==> config.mk <==
export PLATFORM = sky130hd
export DESIGN_NAME = sprite_line_writer
export DESIGN_NICKNAME = d
export VERILOG_FILES = /design/src/rtl/sprite_pkg.sv /design/src/rtl/lat_pipe.sv /design/src/rtl/sprite_line_writer.sv
export SDC_FILE = /design/constraint.sdc
export NUM_CORES = 1
export LEC_CHECK = 0
export ABC_AREA = 0
export BUFFER_PORTS_ARGS = -buffer_cell sky130_fd_sc_hd__clkbuf_2
export CELL_PAD_IN_SITES_DETAIL_PLACEMENT = 0
export CELL_PAD_IN_SITES_GLOBAL_PLACEMENT = 1
export CORE_MARGIN = 2
export CORE_UTILIZATION = 40
export DETAILED_ROUTE_END_ITERATION = 6
export PLACE_DENSITY = 0.85
export SYNTH_ARGS = -nofsm -noshare
export SYNTH_HDL_FRONTEND = slang
export SYNTH_SLANG_ARGS = --single-unit
==> constraint.sdc <==
create_clock -name clk -period 2.55 [get_ports clk]
set_input_delay 0.1275 -clock clk [delete_from_list [all_inputs] [get_ports clk]]
set_output_delay 0.1275 -clock clk [all_outputs]
set_load 0.05 [all_outputs]
==> src/rtl/sprite_pkg.sv <==
// sprite_pkg: constants and types shared by the sprite datapath.
//   SPRITE_W / SPRITE_H : sprite bitmap geometry in pixels
//   player_state_t      : player animation state encoding
//   COLOR_*             : fixed RRRGGGBB colours used by the pixel mux
//   writer_state_t      : sprite_line_writer FSM state type and codes
package sprite_pkg;

  localparam int unsigned SPRITE_W = 150;
  localparam int unsigned SPRITE_H = 157;

  typedef enum logic [2:0] {
    IDLE         = 3'd0,
    MOVE_FWD     = 3'd1,
    MOVE_BACK    = 3'd2,
    ATTACK_START = 3'd3,
    ATTACK_END   = 3'd4,
    ATTACK_PULL  = 3'd5
  } player_state_t;

  localparam logic [7:0] COLOR_BACKGROUND = 8'b00100101;
  localparam logic [7:0] COLOR_HURTBOX    = 8'b00111110;

  typedef logic [1:0] writer_state_t;

  localparam writer_state_t WS_IDLE  = 2'd0;
  localparam writer_state_t WS_FETCH = 2'd1;
  localparam writer_state_t WS_DRAIN = 2'd2;
  localparam writer_state_t WS_SWAP  = 2'd3;

endpackage

==> src/rtl/lat_pipe.sv <==
// lat_pipe: DEPTH-stage valid + data shift register. Used to align the
// column index of each ROM read with the data the ROM returns.
//   clk, rst     : clock, asynchronous active-low reset
//   in_valid     : entry valid at stage 0
//   in_data      : W-bit payload at stage 0
//   out_valid    : valid after DEPTH cycles
//   out_data     : payload after DEPTH cycles
module lat_pipe #(
  parameter int unsigned DEPTH = 1,
  parameter int unsigned W     = 8
) (
  input  logic         clk,
  input  logic         rst,
  input  logic         in_valid,
  input  logic [W-1:0] in_data,
  output logic         out_valid,
  output logic [W-1:0] out_data
);

  logic [DEPTH-1:0] vld;
  logic [W-1:0]     dat [DEPTH];

  always_ff @(posedge clk or negedge rst) begin
    if (!rst) begin
      vld <= '0;
      for (int unsigned i = 0; i < DEPTH; i++) begin
        dat[i] <= '0;
      end
    end else begin
      vld[0] <= in_valid;
      dat[0] <= in_data;
      for (int unsigned i = 1; i < DEPTH; i++) begin
        vld[i] <= vld[i-1];
        dat[i] <= dat[i-1];
      end
    end
  end

  assign out_valid = vld[DEPTH-1];
  assign out_data  = dat[DEPTH-1];

endmodule

==> src/rtl/sprite_line_writer.sv <==
// sprite_line_writer: fetches one sprite row from the sprite ROM during
// hblank and writes it into the bank lb_bank of a double-buffered line
// buffer; the pixel mux reads bank ~lb_bank.
// Optional feature macro: SPRITE_LINE_WRITER_MIRROR_EN (adds 'flip' input,
// mirrors the line-buffer column order when flip=1).
// Ports:
//   clk, rst            : clock, asynchronous active-low reset
//   line_start          : hblank pulse, requests the row for next_y
//   next_y, posy        : target scanline and sprite top, sampled on line_start
//   flip                : (MIRROR_EN only) mirror horizontally, sampled on line_start
//   rom_rd, rom_addr    : ROM read strobe and address
//   rom_data            : RRRGGGBB pixel, ROM_LAT cycles after rom_rd
//   rom_visible         : opacity flag alongside rom_data
//   lb_we, lb_waddr     : line-buffer write enable and column
//   lb_wdata            : {visible, colour}
//   lb_bank             : bank being written
//   row_valid           : reader's bank holds a sprite row
//   busy, done          : not idle / one-cycle completion pulse
//   overrun             : sticky, line_start arrived while busy
module sprite_line_writer #(
  parameter int unsigned SPRITE_W = sprite_pkg::SPRITE_W,
  parameter int unsigned SPRITE_H = sprite_pkg::SPRITE_H,
  parameter int unsigned ROM_LAT  = 1,
  parameter int unsigned ADDR_W   = 15
) (
  input  logic              clk,
  input  logic              rst,
  input  logic              line_start,
  input  logic [9:0]        next_y,
  input  logic [9:0]        posy,
`ifdef SPRITE_LINE_WRITER_MIRROR_EN
  input  logic              flip,
`endif
  output logic              rom_rd,
  output logic [ADDR_W-1:0] rom_addr,
  input  logic [7:0]        rom_data,
  input  logic              rom_visible,
  output logic              lb_we,
  output logic [7:0]        lb_waddr,
  output logic [8:0]        lb_wdata,
  output logic              lb_bank,
  output logic              row_valid,
  output logic              busy,
  output logic              done,
  output logic              overrun
);

  import sprite_pkg::*;

  writer_state_t     state;
  logic [ADDR_W-1:0] base;
  logic [7:0]        col;
  logic [2:0]        drain_cnt;
  logic              pend_valid;

  logic [9:0]        row;
  logic              row_hit;
  logic              last_col;

  logic [7:0]        pipe_in_col;
  logic              pipe_out_valid;
  logic [7:0]        pipe_out_col;

  // Unsigned wrap makes a sprite below the line look like a huge row, so a
  // single compare rejects both above and below cases.
  assign row      = next_y - posy;
  assign row_hit  = 32'(row) < SPRITE_H;
  assign last_col = (col == 8'(SPRITE_W - 1));

  always_ff @(posedge clk or negedge rst) begin
    if (!rst) begin
      state      <= WS_IDLE;
      base       <= '0;
      col        <= '0;
      drain_cnt  <= '0;
      pend_valid <= 1'b0;
      lb_bank    <= 1'b0;
      row_valid  <= 1'b0;
      overrun    <= 1'b0;
    end else begin
      // Any request outside IDLE (including the SWAP/done cycle) is dropped.
      if (line_start && (state != WS_IDLE)) begin
        overrun <= 1'b1;
      end

      case (state)
        WS_IDLE: begin
          if (line_start) begin
            if (row_hit) begin
              state      <= WS_FETCH;
              base       <= ADDR_W'(32'(row) * SPRITE_W);
              col        <= '0;
              pend_valid <= 1'b1;
            end else begin
              state      <= WS_SWAP;
              pend_valid <= 1'b0;
            end
          end
        end

        WS_FETCH: begin
          if (last_col) begin
            state     <= WS_DRAIN;
            drain_cnt <= '0;
          end else begin
            col <= col + 8'd1;
          end
        end

        WS_DRAIN: begin
          if (drain_cnt == 3'(ROM_LAT - 1)) begin
            state <= WS_SWAP;
          end else begin
            drain_cnt <= drain_cnt + 3'd1;
          end
        end

        WS_SWAP: begin
          lb_bank   <= ~lb_bank;
          row_valid <= pend_valid;
          state     <= WS_IDLE;
        end

        default: state <= WS_IDLE;
      endcase
    end
  end

`ifdef SPRITE_LINE_WRITER_MIRROR_EN
  logic flip_q;

  always_ff @(posedge clk or negedge rst) begin
    if (!rst) begin
      flip_q <= 1'b0;
    end else if (line_start && (state == WS_IDLE)) begin
      flip_q <= flip;
    end
  end

  // Mirroring only remaps the write column; ROM reads stay in order.
  assign pipe_in_col = flip_q ? (8'(SPRITE_W - 1) - col) : col;
`else
  assign pipe_in_col = col;
`endif

  assign rom_rd   = (state == WS_FETCH);
  assign rom_addr = rom_rd ? (base + ADDR_W'(col)) : '0;
  assign busy     = (state != WS_IDLE);
  assign done     = (state == WS_SWAP);

  lat_pipe #(
    .DEPTH (ROM_LAT),
    .W     (8)
  ) u_lat_pipe (
    .clk       (clk),
    .rst       (rst),
    .in_valid  (rom_rd),
    .in_data   (pipe_in_col),
    .out_valid (pipe_out_valid),
    .out_data  (pipe_out_col)
  );

  // The write happens in the same cycle the ROM presents the pixel.
  assign lb_we    = pipe_out_valid;
  assign lb_waddr = pipe_out_valid ? pipe_out_col : '0;
  assign lb_wdata = pipe_out_valid ? {rom_visible, rom_data} : '0;

endmodule

### Yosys cells after proc, flatten, opt, wreduce, memory -nomap -nowiden

Index checks and enable logic that the tools add are counted.

| cells by class | value |
|---|---|
| add/subtract/negate cells | 4 |
| multiply operators | 1 |
| divide/modulo/power cells | 0 |
| order comparisons | 1 |
| equal/unequal tests | 10 |
| shift operators | 0 |
| multiplexer cells | 16 |
| bitwise logic cells | 1 |
| reduce and logical (&&, ||, !) cells | 11 |

Operators with widths:

| operator | count |
|---|---|
| two-way mux 8 bit | 4 |
| case mux 8 bit (2 select lines) | 1 |
| adder 15 x 8 -> 15 bit | 1 |
| two-way mux 15 bit | 1 |
| multiplier 10 x 7 -> 14 bit (second input constant) | 1 |
| less-than comparator 10 x 8 -> 1 bit (second input constant) | 1 |
| inequality test 2 bit (second input constant) | 5 |
| subtractor 10 bit | 1 |
| two-way mux 9 bit | 1 |
| AND reduction 3 bit | 3 |
| adder 8 x 1 -> 8 bit (second input constant) | 1 |
| == test 8 bit (second input constant) | 1 |
| two-way mux 2 bit | 4 |
| case mux 2 bit (4 select lines) | 1 |
| two-way mux 3 bit | 2 |
| case mux 3 bit (2 select lines) | 1 |
| nonzero test 2 bit | 3 |
| == test 2 bit (second input constant) | 2 |
| AND reduction 4 bit | 1 |
| adder 3 x 1 -> 3 bit (second input constant) | 1 |
| logical NOT 3 bit | 1 |
| == test 2 x 1 -> 1 bit (second input constant) | 1 |
| logical NOT 2 bit | 1 |
| inequality test 2 x 1 -> 1 bit (second input constant) | 1 |
| 4 further kinds | 4 |

| storage, ports and cells | value |
|---|---|
| register bits | 40 |
| latch bits | 0 |
| RAM bits | 0 |
| bits in read-only memories | 0 |
| input port bits | 32 |
| output and inout port bits | 39 |
| logic and storage cells | 54 |
| memories | 0 |

### Longest topological paths before layout

Gate-level depths: netlist (run 1).

| logic depth | value |
|---|---|
| word-level depth | 5 |
| depth in mapped cells | 22 |
| depth with buffers taken out | 22 |

### By module

From an unflattened synthesis (run 1), not the netlist that was laid out.

| unflattened totals | value |
|---|---|
| cells, all modules | 446 |
| area, all modules | 4018.9 sq um |

Modules (own cells, without submodules):

| module | times used | cells an instance | area an instance (sq um) | sequential area each (sq um) |
|---|---|---|---|---|
| sprite_line_writer | 1 | 437 | 3793.6 | 775.7 |
| lat_pipe | 1 | 9 | 225.2 | 225.2 |

### Worst setup path before layout (run 1)

OpenSTA, ideal clock, no wires.

| path | value |
|---|---|
| kind | input-to-reg |
| start point | input port next_y[0] |
| end point | register base[14] |
| setup time | 0.128 ns |
| arrival | 4.737 ns |
| required time | 2.422 ns |
| slack | -2.315 ns |
| cell stages on the path | 22 |
| buffers on the path | 0 |
| cell sequence | inv_1 > ha_1 > fa_1 > nand2b_1 > a21oi_1 > o211a_1 > nor2_4 > xnor2_2 > ha_1 > ha_1 > fa_1 > inv_1 > fa_1 > inv_1 > ha_1 > and3_1 > nand4_1 > nand4_1 > a21o_1 > a21oi_1 > xnor2_1 > mux2_1 |

| on the way | value |
|---|---|
| word-level cells in the longest chain between the ends | 3 |
| elaborated cells on any way between the ends | 4 |
| those cells by class | add/sub (1); mul (1); order compare (1); reduce/logical (1) |

RTL lines:

| item | line | RTL |
|---|---|---|
| from (decl) | sprite_line_writer.sv:29 | `input logic [9:0] next_y,` |
| subtractor 10 bit * | sprite_line_writer.sv:66 | `assign row = next_y - posy;` |
| parallel branches: the longest is 2 deep, another holds multiplier 10 x 7 -> 14 bit | n/a |  |
| to (signal assigned) | sprite_line_writer.sv:91 | `base <= ADDR_W'(32'(row) * SPRITE_W);` |
| to (decl) | sprite_line_writer.sv:51 | `logic [ADDR_W-1:0] base;` |

Every way passes the cells marked *.
A chain may end at the register's enable or synchronous reset.

### Final worst setup path (run 1)

| path | value |
|---|---|
| start point | input port next_y[0] |
| end point | register base[13] |

Same word-level chain as after synthesis.

==> metrics, run 1 <==
status finished, violations left; failing checks hold timing, setup timing; worst stage delay on the critical path 0.52 ns; commonest non-fill, non-tap cell in the layout buf_4; final core occ 62.35%; Synth Net Count 520; Critical path origin next_y[0]; metal3 WL between 300 and 400 microns; # fillers 794; Arrival @ worst endpoint 4.53 ns; Clock Pin Slew Worst Setup and Hold Paths 0.07 ns; Distinct cells, synth 56; Reg2Reg Launch Point state[0]; crit path capture base[13]; met2 routed WL 5276 microns; largest fanout on the critical path 3; Critical Path End Type register; grt ovf 0; layout cell share with drive strength beyond 1 between 40% and 50%; worst slew pin tran between 0.9 and 1 ns; startpoint types input port; CTS Root Cell clkbuf_8; post-synthesis register bit count 40; CP Data Required Time 2.73 ns; GRT Total Usage 18.46%; yosys warns 0; critical path class input port to register; RSZ-0062 raised after global routing yes; Fin Hold WS -0.01432 ns; vias per cell 5.162; Post-CTS Hold Buffers 0; initial drt markers ~110; Final GP Congestion 0.9146; setup tns final -15.19 ns; Seq/Total Area, Yosys 25.43%; Avg WL per Cell 13.84 microns; Ports 71; nets approximately 680; r2r setup slk a little over 0.5 ns; Die H 103.2 microns; Worst Reg-to-Reg Cells 6; clk buf depth 2; final setup violation count 25; Post-synth EDFFs 0; clk_skew between 0.01 and 0.015 ns; min Tclk post-route 4.352 ns; core area 9684 sq um; DRT Pass-1 Iters 4; CP Cell Sequence clkbuf_16 -> inv_12 -> ha_4 -> fa_2 -> nand2b_4 -> a2111o_1 -> o311ai_4 -> ha_1 -> ha_1 -> inv_1 -> fa_1 -> fa_1 -> inv_2 -> ha_4 -> nand2_2 -> o21ai_4 -> nor4_4 -> o41ai_2 -> a21oi_1 -> xnor2_1 -> mux2_4; Cells after Synth approximately 410; Post-synth ARST share 100.0%; TritonCTS Buffers 5; M1 WL ~4000 microns; pin count of the biggest net entering global routing 41; H-Tree Depth 2; Post-Layout Cell Count roughly 710; Hold Vio Cnt, Final 21; Reg-to-Reg End base[1]; max cap viols 0; post-detail-place hpwl 7704 microns; top layer in use met4; CP max stage cell fa_1; die width 103.2 microns; fin crit share 170.7%; # port buffers 70; vias in the first global route around 3,600; die area 10,650 sq um; Worst-Skew Late Latency approximately 0.3 ns; Fmax achieved 229.8 MHz; Mean Syn Cell Area 9.554 sq um; drt drc 0; worst setup margin -1.802 ns; Slew Limit Fails 0; Primary FF master, synth dfrtp_1; Initial Util 40.65%; drt total wl between 9000 and 10,000 microns; vias around 3,600; commonest non-fill, non-tap cells in the layout 85 x buf_4, 61 x clkbuf_2, 44 x ha_1; placed cell count 686; ANT nets after route 0; row cnt 36; first-pass GRT wire length 15,840 microns; P&R area growth vs syn 53.40%; initial antenna violation count 0; # diodes 0; Syn Std Cell Area just under 4000 sq um; slew margin rel. 33.46%; CTS tree built; CTS Sinks 40; min-delay worst type input port to asynchronous set/reset pin
## cell usage after synthesis, types with 2 or more instances
cell type	number	share of area [%]
a2111o_1	2	0.57
a211o_1	6	1.3
xor2_1	8	1.8
fa_1	12	6.1
nor2_1	24	2.3
nand4_1	2	0.32
mux2_1	9	2.6
ha_1	64	20
nand2b_1	7	1.1
and2_1	21	3.3
a211oi_1	3	0.57
or2_2	3	0.48
a2111oi_1	4	1.0
nor3_1	7	0.89
a221o_1	2	0.51
o311ai_0	2	0.45
inv_1	43	4.1
mux2_2	5	1.4
a221oi_1	3	0.67
o31ai_1	2	0.38
o21bai_1	2	0.38
buf_2	2	0.25
nand3b_1	2	0.38
and3_1	8	1.3
clkbuf_1	6	0.57
o311ai_1	2	0.45
a21o_1	9	1.7
nor2b_1	9	1.4
o211a_1	3	0.76
nor3b_1	3	0.57
nand3_1	7	0.89
xnor2_1	22	4.9
or4_1	2	0.38
nand2_1	15	1.4
o21ai_0	10	1.3
dfrtp_1	40	25
o211ai_1	2	0.38
a21oi_1	21	2.7
## registers in the layout, summed over array words and instances, names as in the netlist
name	flops
state	2
u_lat_pipe.out_valid	1
drain_cnt	3
row_valid	1
u_lat_pipe.out_data	8
base	14
lb_bank	1
overrun	1
pend_valid	1
col	8
## worst max-delay path: cells and delay by family
family	cells	cell delay, ns
fa+ha+maj	7	2.30
compound gates	5	1.18
buf+inv	4	0.24
mux	1	0.25
simple gates	3	0.29
xor+xnor	1	0.15
## kinds of logic after synthesis
family                   count (synthesis)  share of synthesized area, %
AND/OR/NAND/NOR                        117                         16.66
multiplexers                            15                         4.259
buffers and inverters                   52                         5.022
XOR/XNOR                                32                         7.502
flip-flops                              40                         25.43
AO/OA/AOI/OAI                           80                         14.69
adder cells (fa/ha/maj)                 76                         26.45
## repair_timing
| action | in CTS | in global routing |
|---|---|---|
| gates resized for setup | 44 | 22 |
| setup endpoints to repair | 31 | 33 |
| cloned | 0 | 0 |
| setup buffers | 6 | 6 |
| pin swaps | 36 | 13 |
## through the flow
stage | setup slack, ns | cell area, sq um
after CTS | -1.805 | 5904
after global placement | -2.030 | 5539
final | -1.802 | 6038
after detailed placement | -2.121 | 5539
after floorplan | -1.851 | 4417
after global routing | -1.927 | 6038
## area by class of cell
type,count,area (sq um),area share (%)
tap,133,166.4,2.756
clock buffer,8,90.09,1.492
timing repair buffer,160,1146,18.98
inverter,44,190.2,3.150
sequential,40,1002,16.60
multi-input combinational,320,3443,57.02
## how the worst min path moves through the flow
| stage | end | slack [ns] | cells past startpoint | start |
|---|---|---|---|---|
| after detailed placement | u_lat_pipe.out_data[4] | 0.34 | 1 | rst |
| after global placement | u_lat_pipe.out_data[4] | 0.32 | 1 | rst |
| final | u_lat_pipe.out_data[4] | -0.01 | 1 | rst |
| after floorplan | base[10] | -0.17 | 0 | rst |
| after CTS | base[1] | 0.02 | 1 | rst |
| after global routing | col[3] | 0.05 | 1 | rst |
## metal layers
layer	global-route usage, %	vias to the layer above
met5	0	-
met4	5.466	0
met3	1.882	17
met2	35.31	97
met1	21.66	1750
li1	-	1775
Power of run 1 is left out: the tool's default activity adds up to more than one toggle a clock period on the data nets, which glitch-free logic cannot reach.
==> run 2: changes to the inputs <==
--- a/config.mk
+++ b/config.mk
@@ -7,11 +7,12 @@
 export LEC_CHECK = 0
 export ABC_AREA = 0
 export BUFFER_PORTS_ARGS = -buffer_cell sky130_fd_sc_hd__clkbuf_2
-export CELL_PAD_IN_SITES_DETAIL_PLACEMENT = 0
+export CELL_PAD_IN_SITES_DETAIL_PLACEMENT = 1
 export CELL_PAD_IN_SITES_GLOBAL_PLACEMENT = 1
 export CORE_MARGIN = 2
 export CORE_UTILIZATION = 40
 export DETAILED_ROUTE_END_ITERATION = 6
+export GPL_TIMING_DRIVEN = 0
 export PLACE_DENSITY = 0.85
 export SYNTH_ARGS = -nofsm -noshare
 export SYNTH_HDL_FRONTEND = slang
==> metrics, run 2 (synthesized netlist as in run 1, its figures left out) <==
drt total wl roughly 12,000 microns; final setup violation count 26; Final GP Congestion 0.8151; Fmax achieved 226.4 MHz; Worst-Skew Late Latency 0.30 ns; Reg2Reg Launch Point state[1]; failing checks hold timing, setup timing; commonest non-fill, non-tap cell in the layout clkbuf_2; DRT Pass-1 Iters 4; die width 103.2 microns; worst slew pin tran 1.020 ns; RSZ-0062 raised after global routing yes; Die H 103.2 microns; grt ovf 0; die area 10,650 sq um; post-detail-place hpwl 8241 microns; clk_skew 0.007864 ns; clk buf depth 2; critical path class input port to register; status finished, violations left; largest fanout on the critical path 4; max cap viols 0; CTS Root Cell clkbuf_8; min-delay worst type input port to asynchronous set/reset pin; pin count of the biggest net entering global routing between 40 and 50; Initial Util 40.65%; CP Data Required Time about 2.7 ns; Critical Path End Type register; Ports 71; Fin Hold WS -0.004974 ns; nets 634; placed cell count just over 600; CTS Sinks 40; row cnt 36; Post-Layout Cell Count 660; Reg-to-Reg End base[1]; drt drc 0; commonest non-fill, non-tap cells in the layout 59 x clkbuf_2, 44 x ha_1, 35 x dfrtp_1; vias per cell 5.444; # port buffers 70; r2r setup slk -0.16 ns; Hold Vio Cnt, Final 13; Worst Reg-to-Reg Cells 7; core area 9684 sq um; CTS tree built; # fillers 1,035; TritonCTS Buffers 5; GRT Total Usage 21.52%; Post-CTS Hold Buffers 0; Arrival @ worst endpoint 4.60 ns; fin crit share 173.2%; max reg flops 14; min Tclk post-route 4.417 ns; first-pass GRT wire length roughly 18,000 microns; Avg WL per Cell 18.54 microns; H-Tree Depth 2; ANT nets after route 0; startpoint types input port; register with the most flip-flops base; # diodes 0; slew margin rel. 32.01%; Slew Limit Fails 0; initial drt markers 62; P&R area growth vs syn 48.79%; layout cell share with drive strength beyond 1 47.06%; Clock Pin Slew Worst Setup and Hold Paths about 0.080 ns; worst setup margin -1.867 ns; vias 3,593; vias in the first global route ~3,800; initial antenna violation count 0
==> run 2: cell count changes in the layout (fill, tap and decap cells not counted), sizes merged <==
cell	change
clkbuf	+2
clkinv	+1
bufinv	+1
buf	-49
==> run 2: worst max-delay path by stage <==
stage / start / to / slack, ns
after floorplan: posy[4] / base[14] / -1.85
after global placement: posy[4] / base[14] / -2.34
after detailed placement: posy[4] / base[14] / -2.44
after CTS: next_y[0] / base[14] / -1.86
after global routing: next_y[0] / base[14] / -1.97
final: next_y[0] / base[14] / -1.87
==> run 2: final cells by class <==
| type | instances | area, sq um | share of cell area, % |
|---|---|---|---|
| Clock buffer | 6 | 72.57 | 1.239 |
| Sequential cell | 40 | 1007 | 17.20 |
| Multi-Input combinational cell | 320 | 3581 | 61.14 |
| Timing Repair Buffer | 109 | 764.5 | 13.05 |
| Clock inverter | 2 | 35.03 | 0.5982 |
| Buffer | 6 | 38.79 | 0.6623 |
| Tap cell | 133 | 166.4 | 2.841 |
| Inverter | 44 | 191.4 | 3.269 |
==> run 2: worst max-delay path: stages <==
cell and delay [ns]:
clkbuf_16 0.12, inv_12 0.03, ha_4 0.15, fa_2 0.34, nand2b_4 0.17, a2111o_1 0.46
o311ai_4 0.12, ha_1 0.29, ha_1 0.30, inv_2 0.04, fa_1 0.46, fa_1 0.51
inv_2 0.05, ha_4 0.27, or2_4 0.24, nand4_1 0.12, nand4_1 0.13, a21o_1 0.20
a21oi_2 0.13, xnor2_1 0.09, mux2_4 0.26
==> run 2: routing by layer <==
metal | global-route usage [%] | up-vias | share of wire [%]
li1 | - | 1685 | -
met1 | 25.27 | 1804 | 39
met2 | 42.81 | 85 | 56
met3 | 1.747 | 19 | 2.9
met4 | 3.644 | 0 | 1.7
met5 | 0 | - | 0
==> run 2: stage by stage <==
step / setup slack (ns) / cell area [sq um] / utilization (%) / setup TNS, ns
after floorplan: -1.851 / 4417 / - / -13.98
after global placement: -2.344 / 4933 / 50.94 / -22.97
after detailed placement: -2.437 / 4933 / 50.94 / -24.95
after CTS: -1.860 / 5562 / 57.43 / -16.17
after global routing: -1.972 / 5857 / 60.48 / -19.20
final: -1.867 / 5857 / 60.48 / -16.16
==> run 2: repair_timing <==
item,4_1_cts,5_1_grt
setup buffers,28,12
pin swaps,48,30
gates resized for setup,63,55
endpoints found under the setup margin,34,34
Power of run 2 is left out for the same reason.
